--- src/rtl/tea_decrypt_if.sv ---
// Host-side handshake and data bundle for the iterative TEA decryption core.
interface tea_decrypt_if;
  logic         start;
  logic [31:0]  ct_v0;
  logic [31:0]  ct_v1;
  logic [127:0] key;
  logic         busy;
  logic         done;
  logic [31:0]  pt_v0;
  logic [31:0]  pt_v1;
  logic [5:0]   round;

  modport master (
    output start, ct_v0, ct_v1, key,
    input  busy, done, pt_v0, pt_v1, round
  );

  modport slave (
    input  start, ct_v0, ct_v1, key,
    output busy, done, pt_v0, pt_v1, round
  );
endinterface

--- src/rtl/tea_decrypt.sv ---
// Iterative TEA decryption: one full round per clock, start/busy/done handshake.
//   state | meaning
//   IDLE  | waiting for start; results held, done pulses here for one cycle
//   RUN   | one decryption round per edge, ROUNDS edges in total
module tea_decrypt #(
  parameter int unsigned ROUNDS = 32,
  parameter logic [31:0] DELTA  = 32'h9E3779B9
) (
  input logic          clk,
  input logic          reset_n,
  tea_decrypt_if.slave bus
);

  localparam logic [31:0] SUM_INIT   = DELTA * ROUNDS;
  localparam logic [5:0]  LAST_ROUND = 6'(ROUNDS - 1);

  typedef enum logic {IDLE, RUN} state_t;

  state_t      state, state_nxt;
  logic [31:0] v0, v1, sum, k0, k1, k2, k3;
  logic [31:0] v0_nxt, v1_nxt, sum_nxt, k0_nxt, k1_nxt, k2_nxt, k3_nxt;
  logic [31:0] v0_rnd, v1_rnd;
  logic [31:0] pt_v0, pt_v1, pt_v0_nxt, pt_v1_nxt;
  logic [5:0]  round, round_nxt;
  logic        done, done_nxt;

  function automatic logic [31:0] tea_f(input logic [31:0] v, s, ka, kb);
    return ((v << 4) + ka) ^ (v + s) ^ ((v >> 5) + kb);
  endfunction

  // v0 is updated from the freshly computed v1 within the same round
  assign v1_rnd = v1 - tea_f(v0, sum, k2, k3);
  assign v0_rnd = v0 - tea_f(v1_rnd, sum, k0, k1);

  always_comb begin
    state_nxt = state;
    v0_nxt    = v0;
    v1_nxt    = v1;
    sum_nxt   = sum;
    k0_nxt    = k0;
    k1_nxt    = k1;
    k2_nxt    = k2;
    k3_nxt    = k3;
    round_nxt = round;
    pt_v0_nxt = pt_v0;
    pt_v1_nxt = pt_v1;
    done_nxt  = 1'b0;
    case (state)
      IDLE: begin
        if (bus.start) begin
          v0_nxt    = bus.ct_v0;
          v1_nxt    = bus.ct_v1;
          k0_nxt    = bus.key[127:96];
          k1_nxt    = bus.key[95:64];
          k2_nxt    = bus.key[63:32];
          k3_nxt    = bus.key[31:0];
          sum_nxt   = SUM_INIT;
          round_nxt = 6'd0;
          state_nxt = RUN;
        end
      end
      RUN: begin
        v0_nxt    = v0_rnd;
        v1_nxt    = v1_rnd;
        sum_nxt   = sum - DELTA;
        round_nxt = round + 6'd1;
        if (round == LAST_ROUND) begin
          pt_v0_nxt = v0_rnd;
          pt_v1_nxt = v1_rnd;
          done_nxt  = 1'b1;
          state_nxt = IDLE;
        end
      end
      default: state_nxt = IDLE;
    endcase
  end

  always_ff @(posedge clk or negedge reset_n) begin
    if (!reset_n) begin
      state <= IDLE;
      v0    <= '0;
      v1    <= '0;
      sum   <= '0;
      k0    <= '0;
      k1    <= '0;
      k2    <= '0;
      k3    <= '0;
      round <= '0;
      pt_v0 <= '0;
      pt_v1 <= '0;
      done  <= 1'b0;
    end else begin
      state <= state_nxt;
      v0    <= v0_nxt;
      v1    <= v1_nxt;
      sum   <= sum_nxt;
      k0    <= k0_nxt;
      k1    <= k1_nxt;
      k2    <= k2_nxt;
      k3    <= k3_nxt;
      round <= round_nxt;
      pt_v0 <= pt_v0_nxt;
      pt_v1 <= pt_v1_nxt;
      done  <= done_nxt;
    end
  end

  assign bus.busy  = (state == RUN);
  assign bus.done  = done;
  assign bus.pt_v0 = pt_v0;
  assign bus.pt_v1 = pt_v1;
  assign bus.round = round;

endmodule

--- src/flat_wrapper.sv ---
// flat-port wrapper written by rule: the top's interface ports become plain ports
module tea_decrypt_flat 
#(
  parameter int unsigned ROUNDS = 32,
  parameter logic [31:0] DELTA  = 32'h9E3779B9
)
  (clk, reset_n, bus_start, bus_ct_v0, bus_ct_v1, bus_key, bus_busy, bus_done, bus_pt_v0, bus_pt_v1, bus_round);
  tea_decrypt_if bus_i ();
  input logic clk;
  input logic reset_n;
  input wire logic [$bits(bus_i.start)-1:0] bus_start;
  input wire logic [$bits(bus_i.ct_v0)-1:0] bus_ct_v0;
  input wire logic [$bits(bus_i.ct_v1)-1:0] bus_ct_v1;
  input wire logic [$bits(bus_i.key)-1:0] bus_key;
  output wire logic [$bits(bus_i.busy)-1:0] bus_busy;
  output wire logic [$bits(bus_i.done)-1:0] bus_done;
  output wire logic [$bits(bus_i.pt_v0)-1:0] bus_pt_v0;
  output wire logic [$bits(bus_i.pt_v1)-1:0] bus_pt_v1;
  output wire logic [$bits(bus_i.round)-1:0] bus_round;
  assign bus_i.start = bus_start;
  assign bus_i.ct_v0 = bus_ct_v0;
  assign bus_i.ct_v1 = bus_ct_v1;
  assign bus_i.key = bus_key;
  assign bus_busy = bus_i.busy;
  assign bus_done = bus_i.done;
  assign bus_pt_v0 = bus_i.pt_v0;
  assign bus_pt_v1 = bus_i.pt_v1;
  assign bus_round = bus_i.round;
  tea_decrypt #(.ROUNDS(ROUNDS), .DELTA(DELTA)) u_core (.clk(clk), .reset_n(reset_n), .bus(bus_i));
endmodule
--- config.mk ---
export PLATFORM = sky130hd
export DESIGN_NAME = tea_decrypt_flat
export DESIGN_NICKNAME = d
export VERILOG_FILES = /design/src/rtl/tea_decrypt_if.sv /design/src/rtl/tea_decrypt.sv /design/src/flat_wrapper.sv
export SDC_FILE = /design/constraint.sdc
export NUM_CORES = 1
export LEC_CHECK = 0
export CORE_ASPECT_RATIO = 1.4
export CORE_MARGIN = 2
export CORE_UTILIZATION = 43
export CTS_BUF_LIST = sky130_fd_sc_hd__clkbuf_16
export DETAILED_ROUTE_END_ITERATION = 12
export GPL_TIMING_DRIVEN = 0
export PLACE_DENSITY_LB_ADDON = 0.2
export SYNTH_ARGS = -nofsm -noshare
export SYNTH_HDL_FRONTEND = slang
export SYNTH_SLANG_ARGS = --single-unit
--- constraint.sdc ---
create_clock -name clk -period 23 [get_ports clk]
set_clock_uncertainty 0.2 [all_clocks]
set_input_delay 5.75 -clock clk [delete_from_list [all_inputs] [get_ports clk]]
set_output_delay 5.75 -clock clk [all_outputs]
set_load 0.1 [all_outputs]
==> impl_metrics.csv, run 1 <==
group,metric,value,unit
synthesis,synth_edf_count,0,
synthesis,synth_nets,3302,
sta,setup_slack,11.65,ns
worst_hold_path,min_path_type,"flip-flop to flip-flop",
floorplanning,die_w,203,µm
synthesis,synthFlopType,"dfrtp_1",
global_route,grt_pass1_vias,22300,
floorplanning,core-area,55100,µm²
placement,routabilityCongestion,0.955,
synthesis,synth_cell_type_count,72,
clock_network,cts_buffers,34,
clock_network,clk_pin_slew,0.06,ns
routing,wl_per_cell,22.9,µm
final_layout,final_common_cell,"nand2_1",
routing,drt-vias-per-instance,5.65,
global_route,grt_pass1_wl,133,mm
clock_network,post_cts_buffers,0,
status,status,"completed",
sta,post-route-period-util,49.4,%
synthesis,synthCells,2858,
worst_setup_path,slowest_delay,0.67,ns
worst_setup_path,cp_slowest_cell,"xor2_1",
placement,pre_cts_ws,11.91,ns
synthesis,syn_area_per_cell,8.37,µm²
final_layout,nNetsFinal,3605,
floorplanning,dieArea,57600,µm²
routing,drc_errors,0,
final_layout,synthToLayoutAreaGrowth,19.9,%
sta,worst_pin_slew,1.32,ns
sta,relSlewSlack,11.4,%
final_layout,nFillCells,5412,
sta,drv_slew,0,
worst_setup_path,startpoint_type,"flip-flop",
global_route,grt_max_degree,119,
global_route,globalRouteTotalUtil,30.6,%
clock_network,cts_tree,"done",
placement,dpl.hpwl,72.2,mm
final_layout,final_cell_mix,"658 x nand2_1, 298 x xnor2_1, 296 x dfrtp_1",
placement,numPortBuffers,265,
floorplanning,initial_core_util,43.4,%
global_route,gr-total-overflow,0,
sta,fmax,0.0881,GHz
routing,num_vias,22100,
synthesis,synth_top_area_share,31.0,%
sta,rsz0062_at_grt,"false",
synthesis,synth.area.top_cells,"dfrtp_1 31%, ha_1 13%, xnor2_1 11%",
sta,setup_violations,0,
worst_setup_path,arrival,11.63,ns
clock_network,ctsHoldBuffers,0,
floorplanning,io_pins,267,
clock_network,htree_levels,2,
synthesis,ys_seq_area_share,31.0,%
sta,period_needed,11.35,ns
worst_setup_path,worstPathMaxFanout,6,
floorplanning,rows,102,
synthesis,synth_area,23900,µm²
clock_network,ctsLongestPathBuffers,3,
worst_setup_path,cpMostUsedCell,"a21o_1",
clock_network,cts_root_buf,"clkbuf_16",
worst_setup_path,critPathCaptureType,"flip-flop",
run,maxCapViolations,0,
routing,dr.pass1.iters,5,
routing,drt-total-wl,89.5,mm
routing,postRouteAntennaNets,0,
synthesis,ys_seq_elements,296,
final_layout,drive_gt1_share,2.26,%
clock_network,insertion_delay,0.56,ns
routing,first_iter_violations,1483,
clock_network,clock_sinks,296,
synthesis,synth_area_leader_cell,"dfrtp_1",
worst_setup_path,required,23.28,ns
synthesis,yosysWarnings,0,
sta,setup-tns-final,0,ns
sta,hold_viol,0,
global_route,antenna_found_initial,0,
synthesis,async_reset_ff_share,100,%
clock_network,cts_resized,0,
floorplanning,dieHeight,283,µm
worst_setup_path,critical_path_class,"flip-flop to flip-flop",
cells by family (layout without fill, tap and decap cells):
kind of cell / after synthesis / in the layout / synth area share [%]
AO/OA/AOI/OAI: 766 / 766 / 20.2
XOR/XNOR: 359 / 359 / 13.5
adder cells (fa/ha/maj): 249 / 249 / 13.3
buffers and inverters: 164 / 490 / 2.57
flip-flops: 296 / 296 / 31.0
multiplexers: 54 / 54 / 2.27
other: 0 / 2 / 0
AND/OR/NAND/NOR: 970 / 970 / 17.3
Yosys cell counts (27+ instances only):
library cell / count
a211oi_1: 33
a21o_1: 129
a21oi_1: 229
a31oi_1: 27
clkbuf_1: 68
dfrtp_1: 296
ha_1: 241
inv_1: 80
mux2i_1: 51
nand2_1: 658
nand2b_1: 37
nand3_1: 35
nor2_1: 93
nor2b_1: 49
nor3_1: 34
o21ai_0: 169
o21bai_1: 36
xnor2_1: 298
xor2_1: 55
per-layer routing:
layer | part of all wire [%] | vias to the layer above | track usage, %
met2 | 49 | 675 | 53.1
li1 | - | 10600 | -
met5 | 0 | - | 0
met4 | 4.5 | 0 | 13.0
met3 | 4.9 | 146 | 2.85
met1 | 42 | 10700 | 38.7
flip-flops by register name, indices dropped and copies added, names as in the netlist, 6 cells and up:
register / flops
u_core.v1: 32
u_core.k1: 32
u_core.sum: 32
u_core.k3: 32
u_core.bus.round: 6
u_core.bus.pt_v1: 32
u_core.k0: 32
u_core.bus.pt_v0: 32
u_core.v0: 32
u_core.k2: 32
worst max-delay path, delay by kind of cell, from the launching register on:
kind | cells | cell delay, ns
xor gates and xnor gates | 7 | 2.10
DFF | 1 | 0.47
AOI/OAI and AO/OA | 24 | 5.92
and+or+nand+nor | 5 | 0.61
buffers and inverters | 1 | 0.07
adders and majority gates | 5 | 1.88
layout make-up:
class	instances	area, µm²	area share, %
diodes	2	5.00	0.0174
plain buffers	83	312	1.09
clock buffers	35	876	3.05
clock inverters	24	268	0.933
inverters	81	304	1.06
multi-input cells	2398	15900	55.4
flip-flops and latches	296	7410	25.8
well taps	728	911	3.17
repair buffers	267	2710	9.45
worst paths after layout:
| path | start | end | slack (ns) | depth (start not counted) |
|---|---|---|---|---|
| worst max-delay path | u_core.sum[0]$_DFFE_PN0P_ | u_core.v0[31]$_DFFE_PN0P_ | 11.65 | 42 |
| worst min-delay path | u_core.bus.pt_v0[23]$_DFFE_PN0P_ | u_core.bus.pt_v0[23]$_DFFE_PN0P_ | 0.27 | 2 |
| worst max register to register | u_core.sum[0]$_DFFE_PN0P_ | u_core.v0[31]$_DFFE_PN0P_ | 11.65 | 42 |
| worst min register to register | u_core.bus.pt_v0[23]$_DFFE_PN0P_ | u_core.bus.pt_v0[23]$_DFFE_PN0P_ | 0.27 | 2 |
| max in group asynchronous | reset_n | u_core.k3[20]$_DFFE_PN0P_ | 16.55 | 2 |
| min in group asynchronous | reset_n | u_core.k1[1]$_DFFE_PN0P_ | 4.97 | 1 |
stage by stage:
| step | cell area [µm²] | hold WS (ns) | std cells | utilization, % |
|---|---|---|---|---|
| floorplan | 23900 | 0.250 | 2858 | - |
| global placement | 27500 | 0.264 | 3851 | 49.9 |
| detailed placement | 27600 | 0.266 | 3853 | 50.0 |
| CTS | 28700 | 0.280 | 3912 | 52.1 |
| global route | 28700 | 0.297 | 3912 | 52.1 |
| finish | 28700 | 0.274 | 3914 | 52.1 |
Power of run 1 is left out: the tool's default activity adds up to more than one toggle a clock period on the data nets, which glitch-free logic cannot reach.
==> inputs of run 2 (changes only) <==
- clock period: 23 -> 10.3 ns (I/O delays scaled with it)
==> impl_metrics.csv, run 2 (synthesis gave the netlist of run 1 again) <==
group,metric,value,unit
worst_setup_path,ff2ff_setup_slack,0.33,ns
worst_setup_path,critPathCaptureType,"flip-flop",
clock_network,clk_pin_slew,0.06,ns
routing,dr_wl_met3,4.36,mm
global_route,antenna_found_initial,0,
worst_setup_path,crit_buf_inv,1,
worst_setup_path,required,10.58,ns
floorplanning,dieHeight,283,µm
sta,setup_violations,0,
worst_setup_path,reg2reg_from,"u_core.sum[0]$_DFFE_PN0P_",
routing,first_iter_violations,1370,
clock_network,clock_sinks,296,
floorplanning,core-area,55100,µm²
clock_network,ctsLongestPathBuffers,3,
worst_setup_path,worstPathMaxFanout,6,
worst_setup_path,arrival,10.25,ns
routing,drc_errors,0,
global_route,globalRouteTotalUtil,30.7,%
clock_network,insertion_delay,0.57,ns
final_layout,final_common_cell,"nand2_1",
floorplanning,initial_core_util,43.4,%
global_route,grt_pass1_wl,134,mm
sta,drv_slew,0,
final_layout,final_cell_mix,"658 x nand2_1, 292 x dfrtp_1, 282 x xnor2_1",
run,maxCapViolations,0,
routing,postRouteAntennaNets,0,
sta,period_needed,9.97,ns
routing,wl_met2,43.7,mm
sta,relSlewSlack,21.9,%
worst_setup_path,cp_slowest_cell,"dfrtp_2",
routing,wl_per_cell,22.9,µm
placement,numPortBuffers,265,
routing,drt-total-wl,89.8,mm
clock_network,cts_tree,"done",
sta,post-route-period-util,96.8,%
final_layout,nNetsFinal,3614,
clock_network,cts_buffers,34,
routing,dr.pass1.iters,5,
clock_network,htree_levels,2,
worst_setup_path,crit_family,"compound AO/OA/AOI/OAI gates",
global_route,grt_pass1_vias,22400,
routing,num_vias,22200,
worst_setup_path,r2r_end,"u_core.v0[31]$_DFFE_PN0P_",
global_route,gr-total-overflow,0,
final_layout,antenna-diode-count,0,
floorplanning,io_pins,267,
final_layout,drive_gt1_share,4.35,%
worst_setup_path,r2r_cells,42,
status,status,"completed",
worst_hold_path,holdPathStages,2,
worst_hold_path,min_path_type,"flip-flop to flip-flop",
floorplanning,dieArea,57600,µm²
worst_setup_path,cpMostUsedCell,"a21o_1",
worst_setup_path,critical_path_class,"flip-flop to flip-flop",
global_route,grt_max_degree,119,
routing,top_layer,"met4",
floorplanning,die_w,203,µm
routing,wl_met1,37.7,mm
routing,drt-vias-per-instance,5.65,
placement,dpl.hpwl,72.2,mm
worst_setup_path,startpoint_type,"flip-flop",
placement,routabilityCongestion,0.955,
worst_setup_path,slowest_delay,0.47,ns
worst_hold_path,hold_start,"u_core.bus.pt_v0[23]$_DFFE_PN0P_",
sta,hold_viol,0,
sta,fmax,0.100,GHz
clock_network,cts_root_buf,"clkbuf_16",
worst_hold_path,holdPathEnd,"u_core.bus.pt_v0[23]$_DFFE_PN0P_",
sta,worst_pin_slew,1.17,ns
final_layout,synthToLayoutAreaGrowth,22.0,%
floorplanning,rows,102,
sta,hold_slack,0.274,ns
==> run 2: cell types whose count changed in the layout (fill, tap and decap cells not counted), sizes merged <==
cell   change
diode      -2
buf        +9
==> run 2: layout make-up <==
| type | instances | area (µm²) |
|---|---|---|
| Fill cell | 5363 | 25900 |
| Multi-Input combinational cell | 2398 | 16300 |
| Sequential cell | 296 | 7410 |
| Timing Repair Buffer | 277 | 2800 |
| Tap cell | 728 | 911 |
| Clock buffer | 35 | 876 |
| Buffer | 82 | 308 |
| Inverter | 81 | 304 |
| Clock inverter | 24 | 268 |
==> run 2: worst min-delay path: cells and delay by family, from the launching register on <==
kind	cells	cell delay, ns
AND/OR/NAND/NOR	2	0.10
flip-flops	1	0.34
==> run 2: through the flow <==
stage               utilization, %  setup WS [ns]  setup TNS [ns]  cells  cell area (µm²)
detailed placement            50.0         -0.786           -4.62   3853            27600
global route                  52.9        -0.0593         -0.0900   3921            29200
global placement              49.9          -6.49        -1909.97   3851            27500
CTS                           52.3       0.000949               0   3916            28800
finish                        52.9          0.330               0   3921            29200
floorplan                        -           1.45               0   2858            23900
==> run 2: per-layer routing <==
layer	GRT usage, %	up-vias
met5	0	-
met2	53.2	680
met4	13.0	0
met3	3.15	148
li1	-	10600
met1	38.7	10800
==> run 2: worst max path at each step <==
stage | start | slack (ns) | endpoint | depth (start not counted)
floorplan | u_core.sum[0]$_DFFE_PN0P_ | 1.45 | u_core.v0[31]$_DFFE_PN0P_ | 40
global placement | reset_n | -6.49 | u_core.k2[25]$_DFFE_PN0P_ | 1
detailed placement | u_core.sum[0]$_DFFE_PN0P_ | -0.79 | u_core.v0[31]$_DFFE_PN0P_ | 39
CTS | u_core.v0[5]$_DFFE_PN0P_ | 0.0009 | u_core.v0[31]$_DFFE_PN0P_ | 41
global route | u_core.sum[0]$_DFFE_PN0P_ | -0.06 | u_core.v0[31]$_DFFE_PN0P_ | 42
finish | u_core.sum[0]$_DFFE_PN0P_ | 0.33 | u_core.v0[31]$_DFFE_PN0P_ | 42
==> run 2: timing repair <==
item | 4_1_cts | 5_1_grt
pin swaps | 3 | 12
setup buffers | 4 | 6
resized for setup | 15 | 55
setup endpoints to repair | 18 | 10
hold buffers | 0 | 0
Power of run 2 is left out for the same reason.
==> inputs of run 3 (changes only) <==
- CORE_UTILIZATION: 43 -> 50
==> impl_metrics.csv, run 3 (synthesis gave the netlist of run 1 again) <==
group,metric,value,unit
status,status,"completed",
final_layout,final_common_cell,"nand2_1",
floorplanning,core-area,47200,µm²
floorplanning,die_w,189,µm
sta,relSlewSlack,26.0,%
worst_setup_path,startpoint_type,"flip-flop",
global_route,grt_pass1_wl,130,mm
clock_network,clock_sinks,296,
worst_setup_path,reg2reg_from,"u_core.sum[0]$_DFFE_PN0P_",
worst_setup_path,critical_path_class,"flip-flop to flip-flop",
routing,drt-total-wl,86.8,mm
routing,drt-vias-per-instance,5.85,
clock_network,cts_root_buf,"clkbuf_16",
sta,fmax,0.101,GHz
placement,numPortBuffers,265,
worst_setup_path,cpMostUsedCell,"a21o_1",
final_layout,multi_input_area,16300,µm²
floorplanning,initial_core_util,50.7,%
final_layout,antenna-diode-count,0,
global_route,antenna_found_initial,0,
routing,dr.pass1.iters,5,
routing,dr_wl_met3,5.33,mm
worst_setup_path,worstPathMaxFanout,8,
sta,worst_pin_slew,1.11,ns
routing,top_layer,"met4",
final_layout,final_cell_mix,"658 x nand2_1, 292 x dfrtp_1, 280 x xnor2_1",
sta,drv_slew,0,
clock_network,clk_pin_slew,0.06,ns
final_layout,drive_gt1_share,4.14,%
routing,wl_met2,42.5,mm
clock_network,htree_levels,2,
global_route,gr-total-overflow,0,
routing,first_iter_violations,1353,
clock_network,insertion_delay,0.56,ns
floorplanning,io_pins,267,
placement,dpl.hpwl,69.0,mm
worst_setup_path,arrival,10.22,ns
worst_setup_path,cp_slowest_cell,"dfrtp_2",
sta,hold_viol,0,
global_route,grt_pass1_vias,22500,
sta,setup-tns-final,0,ns
final_layout,synthToLayoutAreaGrowth,20.8,%
sta,post-route-period-util,96.6,%
floorplanning,dieArea,49700,µm²
final_layout,final-seq-area,7410,µm²
worst_setup_path,slowest_delay,0.46,ns
routing,postRouteAntennaNets,0,
routing,wl_met1,34.8,mm
routing,num_vias,22300,
final_layout,nFillCells,4196,
floorplanning,dieHeight,263,µm
worst_hold_path,min_path_type,"flip-flop to flip-flop",
floorplanning,rows,94,
routing,wl_per_cell,22.8,µm
final_layout,nNetsFinal,3614,
sta,period_needed,9.94,ns
worst_setup_path,critPathCaptureType,"flip-flop",
worst_setup_path,crit_start,"u_core.sum[0]$_DFFE_PN0P_",
clock_network,ctsHoldBuffers,0,
worst_setup_path,ff2ff_setup_slack,0.36,ns
worst_setup_path,required,10.57,ns
run,maxCapViolations,0,
sta,setup_violations,0,
placement,routabilityCongestion,0.934,
clock_network,ctsLongestPathBuffers,3,
worst_hold_path,hold_start,"u_core.bus.pt_v1[26]$_DFFE_PN0P_",
routing,drc_errors,0,
global_route,grt_max_degree,90,
clock_network,cts_tree,"done",
global_route,globalRouteTotalUtil,34.4,%
clock_network,cts_buffers,34,
final_layout,post-route-util,61.3,%
[run 3: changes by cell type in the layout (fill, tap and decap cells not counted), sizes merged]
cell    before  now
bufinv       6    1
clkinv      13   15
buf         27   28
clkbuf     103  102
inv         84   85
[run 3: final cells by class]
class / instances / area share (%)
Buffer: 81 / 1.05
Clock buffer: 35 / 3.03
Clock inverter: 22 / 0.450
Inverter: 81 / 1.05
Multi-Input combinational cell: 2398 / 56.3
Sequential cell: 296 / 25.6
Tap cell: 624 / 2.70
Timing Repair Buffer: 278 / 9.74
[run 3: repair_timing]
item / in CTS / in global routing
resized for setup: 15 / 50
cloned: 0 / 0
setup buffers: 2 / 8
pin swaps: 2 / 12
endpoints found under the setup margin: 14 / 13
[run 3: worst paths after layout]
| path | endpoint | cells after the start |
|---|---|---|
| min | u_core.bus.pt_v1[26]$_DFFE_PN0P_ | 2 |
| min in group asynchronous | u_core.k0[2]$_DFFE_PN0P_ | 1 |
| max in group asynchronous | u_core.k2[29]$_DFFE_PN0P_ | 3 |
| min reg2reg | u_core.bus.pt_v1[26]$_DFFE_PN0P_ | 2 |
| max reg2reg | u_core.v0[31]$_DFFE_PN0P_ | 41 |
| max | u_core.v0[31]$_DFFE_PN0P_ | 41 |
[run 3: metal layers]
layer | vias up | GRT usage, %
met2 | 773 | 60.4
met4 | 0 | 14.7
met3 | 181 | 4.75
li1 | 10600 | -
met1 | 10800 | 41.8
met5 | - | 0
[run 3: worst max-delay path, delay by kind of cell (launching register included)]
family	cells	cell delay, ns
adders and majority gates	5	1.74
DFF	1	0.46
xor gates and xnor gates	6	1.55
AOI/OAI and AO/OA	23	4.89
and+or+nand+nor	6	0.83
buffers and inverters	1	0.18
[run 3: metrics by stage]
step	instances	cell area, µm²	setup slack [ns]	hold slack (ns)
global route	3815	28900	-0.0315	0.295
detailed placement	3750	27500	-0.851	0.263
floorplan	2858	23900	1.45	0.250
finish	3815	28900	0.355	0.279
CTS	3809	28600	0.00780	0.277
global placement	3747	27400	-6.36	0.263
Power of run 3 is left out for the same reason.
